===== config.mk =====
export PLATFORM = sky130hd
export DESIGN_NAME = fir_push_tx
export DESIGN_NICKNAME = d
export VERILOG_FILES = /design/src/rtl/fir_push_tx_pkg.sv /design/src/rtl/fir_pair_fifo.sv /design/src/rtl/fir_push_tx.sv
export SDC_FILE = /design/constraint.sdc
export NUM_CORES = 1
export LEC_CHECK = 0
export BUFFER_PORTS_ARGS = -buffer_cell sky130_fd_sc_hd__buf_2
export CORE_AREA = 2 2 108 215
export DETAILED_ROUTE_END_ITERATION = 10
export DIE_AREA = 0 0 110 217
export PLACE_DENSITY_LB_ADDON = 0.08
export SETUP_SLACK_MARGIN = 0.3
export SLEW_MARGIN = 20
export SYNTH_ARGS = -nofsm -noshare
export SYNTH_HDL_FRONTEND = slang
export SYNTH_SLANG_ARGS = --single-unit

===== constraint.sdc =====
create_clock -name clk -period 4.8 [get_ports clk]
set_input_delay 0.96 -clock clk [delete_from_list [all_inputs] [get_ports clk]]
set_output_delay 0.96 -clock clk [all_outputs]
set_load 0.02 [all_outputs]

===== src/rtl/fir_push_tx_pkg.sv =====
// Shared constants and types for the FIR push/stop transmitter.
// The load-timeout feature is enabled by defining FIR_PUSH_TX_LOAD_TIMEOUT_EN.
package fir_push_tx_pkg;

    localparam int DWIDTH_DEF    = 24;
    localparam int CWIDTH_DEF    = 27;
    localparam int NTAPS_DEF     = 29;
    localparam int AWIDTH_DEF    = 5;
    localparam int DEPTH_DEF     = 4;

    localparam int TMO_W         = 8;
    localparam int TIMEOUT_LIMIT = 255;

    typedef enum logic [1:0] {
        ST_RUN   = 2'd0,
        ST_DRAIN = 2'd1,
        ST_LOAD  = 2'd2
    } state_t;

    // Next coefficient address, wrapping after the last tap.
    function automatic logic [AWIDTH_DEF-1:0] next_addr(
        input logic [AWIDTH_DEF-1:0] addr,
        input logic [AWIDTH_DEF-1:0] last
    );
        return (addr == last) ? '0 : addr + 1'b1;
    endfunction

endpackage


===== src/rtl/fir_pair_fifo.sv =====
// DEPTH-deep two-lane (I/Q) FIFO with registered full/empty and a
// combinational head read; pointers and flags reset asynchronously.
module fir_pair_fifo
    import fir_push_tx_pkg::*;
#(
    parameter int DEPTH = DEPTH_DEF,
    parameter int WIDTH = DWIDTH_DEF
) (
    input  logic                    clk,
    input  logic                    rst,
    input  logic                    wr_en,
    input  logic signed [WIDTH-1:0] wr_i,
    input  logic signed [WIDTH-1:0] wr_q,
    input  logic                    rd_en,
    output logic signed [WIDTH-1:0] head_i,
    output logic signed [WIDTH-1:0] head_q,
    output logic                    full,
    output logic                    empty
);

    localparam int PW = (DEPTH > 1) ? $clog2(DEPTH) : 1;
    localparam int CW = $clog2(DEPTH + 1);

    logic signed [WIDTH-1:0] mem_i [DEPTH];
    logic signed [WIDTH-1:0] mem_q [DEPTH];
    logic [PW-1:0]           wr_ptr;
    logic [PW-1:0]           rd_ptr;
    logic [CW-1:0]           count;
    logic [CW-1:0]           count_next;

    always_comb begin
        count_next = count;
        case ({wr_en, rd_en})
            2'b10:   count_next = count + 1'b1;
            2'b01:   count_next = count - 1'b1;
            default: count_next = count;
        endcase
    end

    always_ff @(posedge clk or posedge rst) begin
        if (rst) begin
            wr_ptr <= '0;
            rd_ptr <= '0;
            count  <= '0;
            full   <= 1'b0;
            empty  <= 1'b1;
        end else begin
            if (wr_en) wr_ptr <= wr_ptr + 1'b1;
            if (rd_en) rd_ptr <= rd_ptr + 1'b1;
            count <= count_next;
            full  <= (count_next == CW'(DEPTH));
            empty <= (count_next == '0);
        end
    end

    // Storage carries data only, so it is left out of reset.
    always_ff @(posedge clk) begin
        if (wr_en) begin
            mem_i[wr_ptr] <= wr_i;
            mem_q[wr_ptr] <= wr_q;
        end
    end

    assign head_i = mem_i[rd_ptr];
    assign head_q = mem_q[rd_ptr];

endmodule


===== src/rtl/fir_push_tx.sv =====
// Push/stop transmitter feeding samples and coefficient loads into the FIR.
// Optional load timeout enabled by defining FIR_PUSH_TX_LOAD_TIMEOUT_EN.
module fir_push_tx
    import fir_push_tx_pkg::*;
#(
    parameter int DWIDTH = DWIDTH_DEF,
    parameter int CWIDTH = CWIDTH_DEF,
    parameter int NTAPS  = NTAPS_DEF,
    parameter int AWIDTH = AWIDTH_DEF,
    parameter int DEPTH  = DEPTH_DEF
) (
    input  logic                     clk,
    input  logic                     rst,
    input  logic                     s_valid,
    output logic                     s_ready,
    input  logic signed [DWIDTH-1:0] s_i,
    input  logic signed [DWIDTH-1:0] s_q,
    input  logic                     c_start,
    input  logic                     c_valid,
    output logic                     c_ready,
    input  logic signed [CWIDTH-1:0] c_i,
    input  logic signed [CWIDTH-1:0] c_q,
    output logic                     load_busy,
    output logic                     load_err,
    output logic                     push_in,
    input  logic                     stop_in,
    output logic signed [DWIDTH-1:0] samp_i,
    output logic signed [DWIDTH-1:0] samp_q,
    output logic                     push_coef,
    output logic [AWIDTH-1:0]        coef_addr,
    output logic signed [CWIDTH-1:0] coef_i,
    output logic signed [CWIDTH-1:0] coef_q
);

    localparam logic [AWIDTH-1:0] LAST_ADDR = AWIDTH'(NTAPS - 1);

    state_t                  state;
    state_t                  next_state;
    logic                    fifo_full;
    logic                    fifo_empty;
    logic                    fifo_wr;
    logic                    pop;
    logic                    hs;
    logic                    tmo_hit;
    logic [AWIDTH-1:0]       cnt;
    logic signed [DWIDTH-1:0] head_i;
    logic signed [DWIDTH-1:0] head_q;

    fir_pair_fifo #(
        .DEPTH (DEPTH),
        .WIDTH (DWIDTH)
    ) u_fifo (
        .clk    (clk),
        .rst    (rst),
        .wr_en  (fifo_wr),
        .wr_i   (s_i),
        .wr_q   (s_q),
        .rd_en  (pop),
        .head_i (head_i),
        .head_q (head_q),
        .full   (fifo_full),
        .empty  (fifo_empty)
    );

    assign fifo_wr = s_valid & s_ready;
    // The FIFO is always empty in LOAD, so samples keep flowing in RUN and DRAIN.
    assign pop     = (state != ST_LOAD) & ~fifo_empty & ~stop_in;
    assign hs      = c_valid & c_ready;

    always_ff @(posedge clk or posedge rst) begin
        if (rst) state <= ST_RUN;
        else     state <= next_state;
    end

    always_comb begin
        next_state = state;
        case (state)
            ST_RUN:   if (c_start) next_state = ST_DRAIN;
            // Wait for the last sample push to leave before touching coefficients.
            ST_DRAIN: if (fifo_empty && !push_in) next_state = ST_LOAD;
            ST_LOAD:  if ((hs && cnt == LAST_ADDR) || tmo_hit) next_state = ST_RUN;
            default:  next_state = ST_RUN;
        endcase
    end

    always_comb begin
        s_ready = (state == ST_RUN) & ~fifo_full;
        c_ready = (state == ST_LOAD);
    end

    always_ff @(posedge clk or posedge rst) begin
        if (rst) begin
            push_in   <= 1'b0;
            samp_i    <= '0;
            samp_q    <= '0;
            push_coef <= 1'b0;
            coef_addr <= '0;
            coef_i    <= '0;
            coef_q    <= '0;
            cnt       <= '0;
            load_busy <= 1'b0;
        end else begin
            push_in <= pop;
            if (pop) begin
                samp_i <= head_i;
                samp_q <= head_q;
            end
            push_coef <= hs;
            if (hs) begin
                coef_addr <= cnt;
                coef_i    <= c_i;
                coef_q    <= c_q;
                cnt       <= (cnt == LAST_ADDR) ? '0 : cnt + 1'b1;
            end else if (tmo_hit) begin
                cnt <= '0;
            end
            load_busy <= (next_state != ST_RUN);
        end
    end

`ifdef FIR_PUSH_TX_LOAD_TIMEOUT_EN
    logic [TMO_W-1:0] tmo;

    assign tmo_hit = (state == ST_LOAD) & ~hs & (tmo == TMO_W'(TIMEOUT_LIMIT - 1));

    always_ff @(posedge clk or posedge rst) begin
        if (rst) begin
            tmo      <= '0;
            load_err <= 1'b0;
        end else begin
            load_err <= tmo_hit;
            if (state != ST_LOAD || hs || tmo_hit) tmo <= '0;
            else                                   tmo <= tmo + 1'b1;
        end
    end
`else
    assign tmo_hit  = 1'b0;
    assign load_err = 1'b0;
`endif

endmodule


==> impl_metrics.xml <==
<?xml version="1.0" encoding="UTF-8"?>
<metrics>
  <group name="power_and_ir_drop">
    <metric name="cellLeakagePower" unit="uW">0.006048</metric>
    <metric name="vdd_ir_drop_max" unit="uV">457.3</metric>
    <metric name="cellPowerDensity" unit="nW/um2">626.1</metric>
  </group>
  <group name="sta">
    <metric name="report.final.hold_viol_count" unit="">0</metric>
    <metric name="slew_headroom" unit="%">30.52</metric>
    <metric name="rsz0062_at_grt" unit="">no</metric>
    <metric name="finalCritPeriodShare" unit="%">57.55</metric>
    <metric name="report.final.slew_viol_count" unit="">0</metric>
    <metric name="tightest_slew" unit="ns">1.041</metric>
    <metric name="finalSetupViolations" unit="">0</metric>
    <metric name="max_freq" unit="MHz">362.0</metric>
    <metric name="timing.hold.ws" unit="ns">0.4682</metric>
    <metric name="final.min_clock_period" unit="ns">2.762</metric>
    <metric name="finalClockSkew" unit="ns">0.01282</metric>
    <metric name="tns" unit="ns">0</metric>
  </group>
  <group name="clock_network">
    <metric name="cts.sinks" unit="">318</metric>
    <metric name="cts_made_buffers" unit="">27</metric>
    <metric name="post_cts_buffers" unit="">0</metric>
    <metric name="cts_hold_buffers" unit="">0</metric>
    <metric name="clock_tree_from_tritoncts" unit="">built</metric>
    <metric name="cts_max_level" unit="">1</metric>
    <metric name="postCtsResizedCells" unit="">0</metric>
    <metric name="clkTransAtPathRegs" unit="ns">0.07</metric>
    <metric name="clock_tree.root_cell" unit="">sky130_fd_sc_hd__clkbuf_16</metric>
    <metric name="worstSkewPairLatency" unit="ns">0.54</metric>
    <metric name="clockBufferDepth" unit="">3</metric>
  </group>
  <group name="setup_path">
    <metric name="endpoint" unit="">s_ready</metric>
    <metric name="critical_path_peak_fanout" unit="">6</metric>
    <metric name="rr_worst_depth" unit="">8</metric>
    <metric name="startpoint" unit="">state[1]</metric>
    <metric name="setup.reg_to_reg.worst_slack" unit="ns">2.10</metric>
    <metric name="kind_of_start_point_of_the_critical_path" unit="">flip-flop</metric>
    <metric name="path_class" unit="">reg2out</metric>
    <metric name="critical_path.reg2reg.endpoint" unit="">u_fifo.count[2]</metric>
    <metric name="crit_required" unit="ns">3.84</metric>
    <metric name="timing.critical_path.cells" unit="">nor3_1 &gt; buf_2</metric>
    <metric name="r2r_start" unit="">state[1]</metric>
    <metric name="worst_setup_path_end_kind" unit="">output pin</metric>
    <metric name="critical_path_arrival" unit="ns">1.80</metric>
    <metric name="cell_with_the_largest_stage_delay_on_the_worst_path" unit="">sky130_fd_sc_hd__nor3_1</metric>
    <metric name="timing.critical_path.slowest_cell_delay" unit="ns">0.53</metric>
  </group>
  <group name="logic_synthesis">
    <metric name="post_synthesis_sequential_area_ratio" unit="%">73.98</metric>
    <metric name="async_flop_share" unit="%">39.62</metric>
    <metric name="post_synthesis_cell_area" unit="um2">12060</metric>
    <metric name="synth_seq_cells" unit="">318</metric>
    <metric name="synth.distinct_cells" unit="">38</metric>
    <metric name="synth_flop_cell" unit="">sky130_fd_sc_hd__edfxtp_1</metric>
    <metric name="synth_area_per_cell" unit="um2">17.58</metric>
    <metric name="synth.net_count" unit="">802</metric>
    <metric name="syn_inst" unit="">686</metric>
    <metric name="number_of_enable_flip_flop_cells_after_synthesis" unit="">192</metric>
    <metric name="warnings_from_yosys" unit="">0</metric>
  </group>
  <group name="detailed_routing">
    <metric name="remaining_drc_errors" unit="">0</metric>
    <metric name="post_detailed_route_via_to_cell_ratio" unit="">5.218</metric>
    <metric name="final_antenna_net_count" unit="">0</metric>
    <metric name="detailedRoute.firstPassIterationCount" unit="">4</metric>
    <metric name="drt_iter0_drcs" unit="">397</metric>
    <metric name="wl_per_cell" unit="um">18.76</metric>
    <metric name="totalWireLength" unit="mm">22.78</metric>
    <metric name="dr_total_vias" unit="">6335</metric>
  </group>
  <group name="final_layout">
    <metric name="finalNonFillerCells" unit="">1214</metric>
    <metric name="antenna-diode-count" unit="">0</metric>
    <metric name="post_route_cells_drive_above_1_share" unit="%">41.22</metric>
    <metric name="area_used_by_multi_input_combinational_logic" unit="um2">2898</metric>
    <metric name="areaGrowthSynthToFinish" unit="%">19.01</metric>
    <metric name="seq_area" unit="um2">8925</metric>
    <metric name="final_net_count" unit="">1029</metric>
    <metric name="layout.filler_cells" unit="">1624</metric>
  </group>
  <group name="placed_design">
    <metric name="placed_cells_incl_taps" unit="">1163</metric>
    <metric name="gp_routability_congestion" unit="">0.7228</metric>
    <metric name="place_hpwl" unit="mm">13.95</metric>
    <metric name="placement.io_buffers" unit="">219</metric>
  </group>
  <group name="global_routing">
    <metric name="number_of_antenna_violations_at_the_first_check_in_global_routing" unit="">2</metric>
    <metric name="global_route_wire_length_before_repair" unit="mm">34.95</metric>
    <metric name="pin_count_of_the_biggest_net_entering_global_routing" unit="">104</metric>
    <metric name="vias_in_the_first_global_route" unit="">6403</metric>
    <metric name="grtUsageTotal" unit="%">19.46</metric>
    <metric name="grt_remaining_overflow" unit="">0</metric>
  </group>
  <group name="floorplan">
    <metric name="area_enclosed_by_the_die_boundary" unit="um2">23870</metric>
    <metric name="core_area" unit="um2">22350</metric>
    <metric name="floorplan.die.width" unit="um">110</metric>
    <metric name="design.portCount" unit="">221</metric>
    <metric name="fp-row-count" unit="">78</metric>
    <metric name="floorplan.initialDensity" unit="%">53.95</metric>
    <metric name="die_height" unit="um">217</metric>
  </group>
  <group name="worst_hold_path">
    <metric name="hold_path.class" unit="">reg2reg</metric>
  </group>
  <group name="run">
    <metric name="cap_violations" unit="">0</metric>
  </group>
  <group name="status">
    <metric name="run_status" unit="">finished clean</metric>
  </group>
</metrics>
==> kinds of logic after synthesis <==
| kind of cell | Yosys count | synth area share (%) |
|---|---|---|
| AO/OA/AOI/OAI | 17 | 0.8094 |
| XOR/XNOR | 5 | 0.3632 |
| adder cells (fa/ha/maj) | 8 | 0.8924 |
| buffers and inverters | 40 | 2.034 |
| flip-flops | 318 | 73.98 |
| multiplexers | 99 | 15.21 |
| other | 1 | 0.03110 |
| AND/OR/NAND/NOR | 198 | 6.683 |
==> registers in the layout (all words and copies together), names as in the netlist, 2 cells and up <==
register	cells
cnt	5
coef_addr	5
coef_i	27
coef_q	27
samp_i	24
samp_q	24
state	2
u_fifo.count	3
u_fifo.mem_i	96
u_fifo.mem_q	96
u_fifo.rd_ptr	2
u_fifo.wr_ptr	2
==> area by class of cell <==
class / instances / area share (%)
well taps: 280 / 2.441
clock inverters: 20 / 1.700
flip-flops and latches: 318 / 62.19
repair buffers: 228 / 8.248
multi-input cells: 328 / 20.19
inverters: 10 / 0.2965
clock buffers: 30 / 4.926
==> how the worst min path moves through the flow <==
stage	startpoint	endpoint	slack [ns]	depth (start not counted)
after floorplan	cnt[4]	coef_addr[4]	0.47	2
after global placement	coef_i[7]	coef_i[7]	0.45	2
after detailed placement	coef_q[2]	coef_q[2]	0.46	2
after CTS	coef_q[2]	coef_q[2]	0.47	2
after global routing	coef_i[9]	coef_i[9]	0.49	2
final	coef_q[2]	coef_q[2]	0.47	2
==> critical path: cells and delay by family, from the launching register on <==
family,cells,cell delay [ns]
AND/OR/NAND/NOR,1,0.53
flip-flops,1,0.45
buffers and inverters,1,0.29
==> where the power goes <==
group	leakage (uW)	total, uW	internal [uW]	switching [uW]
Clock	0.000445	2310	1340	973
Sequential	0.00326	3900	3540	352
Combinational	0.00234	2780	1280	1490
==> cells in the final DEF, fill, tap and decap left out, types with 6 or more instances in the layout <==
| cell type | netlist | routed |
|---|---|---|
| sky130_fd_sc_hd__nand2_1 | 174 | 174 |
| sky130_fd_sc_hd__edfxtp_1 | 192 | 192 |
| sky130_fd_sc_hd__mux4_2 | 48 | 48 |
| sky130_fd_sc_hd__dfrtp_1 | 125 | 123 |
| sky130_fd_sc_hd__buf_2 | 7 | 219 |
| sky130_fd_sc_hd__mux2_4 | 48 | 48 |
| sky130_fd_sc_hd__clkbuf_16 | 0 | 27 |
| sky130_fd_sc_hd__o21ai_0 | 10 | 10 |
| sky130_fd_sc_hd__ha_1 | 7 | 7 |
| sky130_fd_sc_hd__clkinvlp_4 | 0 | 6 |
| sky130_fd_sc_hd__buf_4 | 1 | 8 |
| sky130_fd_sc_hd__inv_1 | 9 | 8 |
==> cells in the mapped netlist, types with 2 or more instances <==
library cell	n	area, um2
sky130_fd_sc_hd__ha_1	7	87.58
sky130_fd_sc_hd__o21ai_0	10	50.05
sky130_fd_sc_hd__dfrtp_1	125	3128
sky130_fd_sc_hd__nand3_1	2	10.01
sky130_fd_sc_hd__inv_1	9	33.78
sky130_fd_sc_hd__a21oi_1	3	15.01
sky130_fd_sc_hd__xnor2_1	4	35.03
sky130_fd_sc_hd__buf_2	7	35.03
sky130_fd_sc_hd__nand2_1	174	653.1
sky130_fd_sc_hd__and3_1	4	25.02
sky130_fd_sc_hd__mux4_2	48	1081
sky130_fd_sc_hd__nor3_1	5	25.02
sky130_fd_sc_hd__edfxtp_1	192	5766
sky130_fd_sc_hd__nor2_1	3	11.26
sky130_fd_sc_hd__clkbuf_1	11	41.29
sky130_fd_sc_hd__mux2_2	2	22.52
sky130_fd_sc_hd__mux2_4	48	720.7
sky130_fd_sc_hd__nand4_1	2	12.51
sky130_fd_sc_hd__buf_6	11	123.9
==> per-layer routing <==
metal	part of all wire [%]	global-route usage, %	wire length [um]
met5	0.097	0	22
met2	54	32.94	12210
met4	1.8	5.485	403
met3	4.9	3.145	1123
met1	40	25.95	9023
==> stage by stage <==
stage	cell area (um2)	total power (uW)	util, %	worst slack, ns
global route	14350	9471	64.21	1.884
CTS	14320	9077	64.09	1.989
finish	14350	8984	64.21	2.038
floorplan	12060	5924	-	0.4857
detailed placement	13370	6749	59.83	1.964
global placement	13370	6694	59.83	2.013
(Power assumes the default switching activity.)
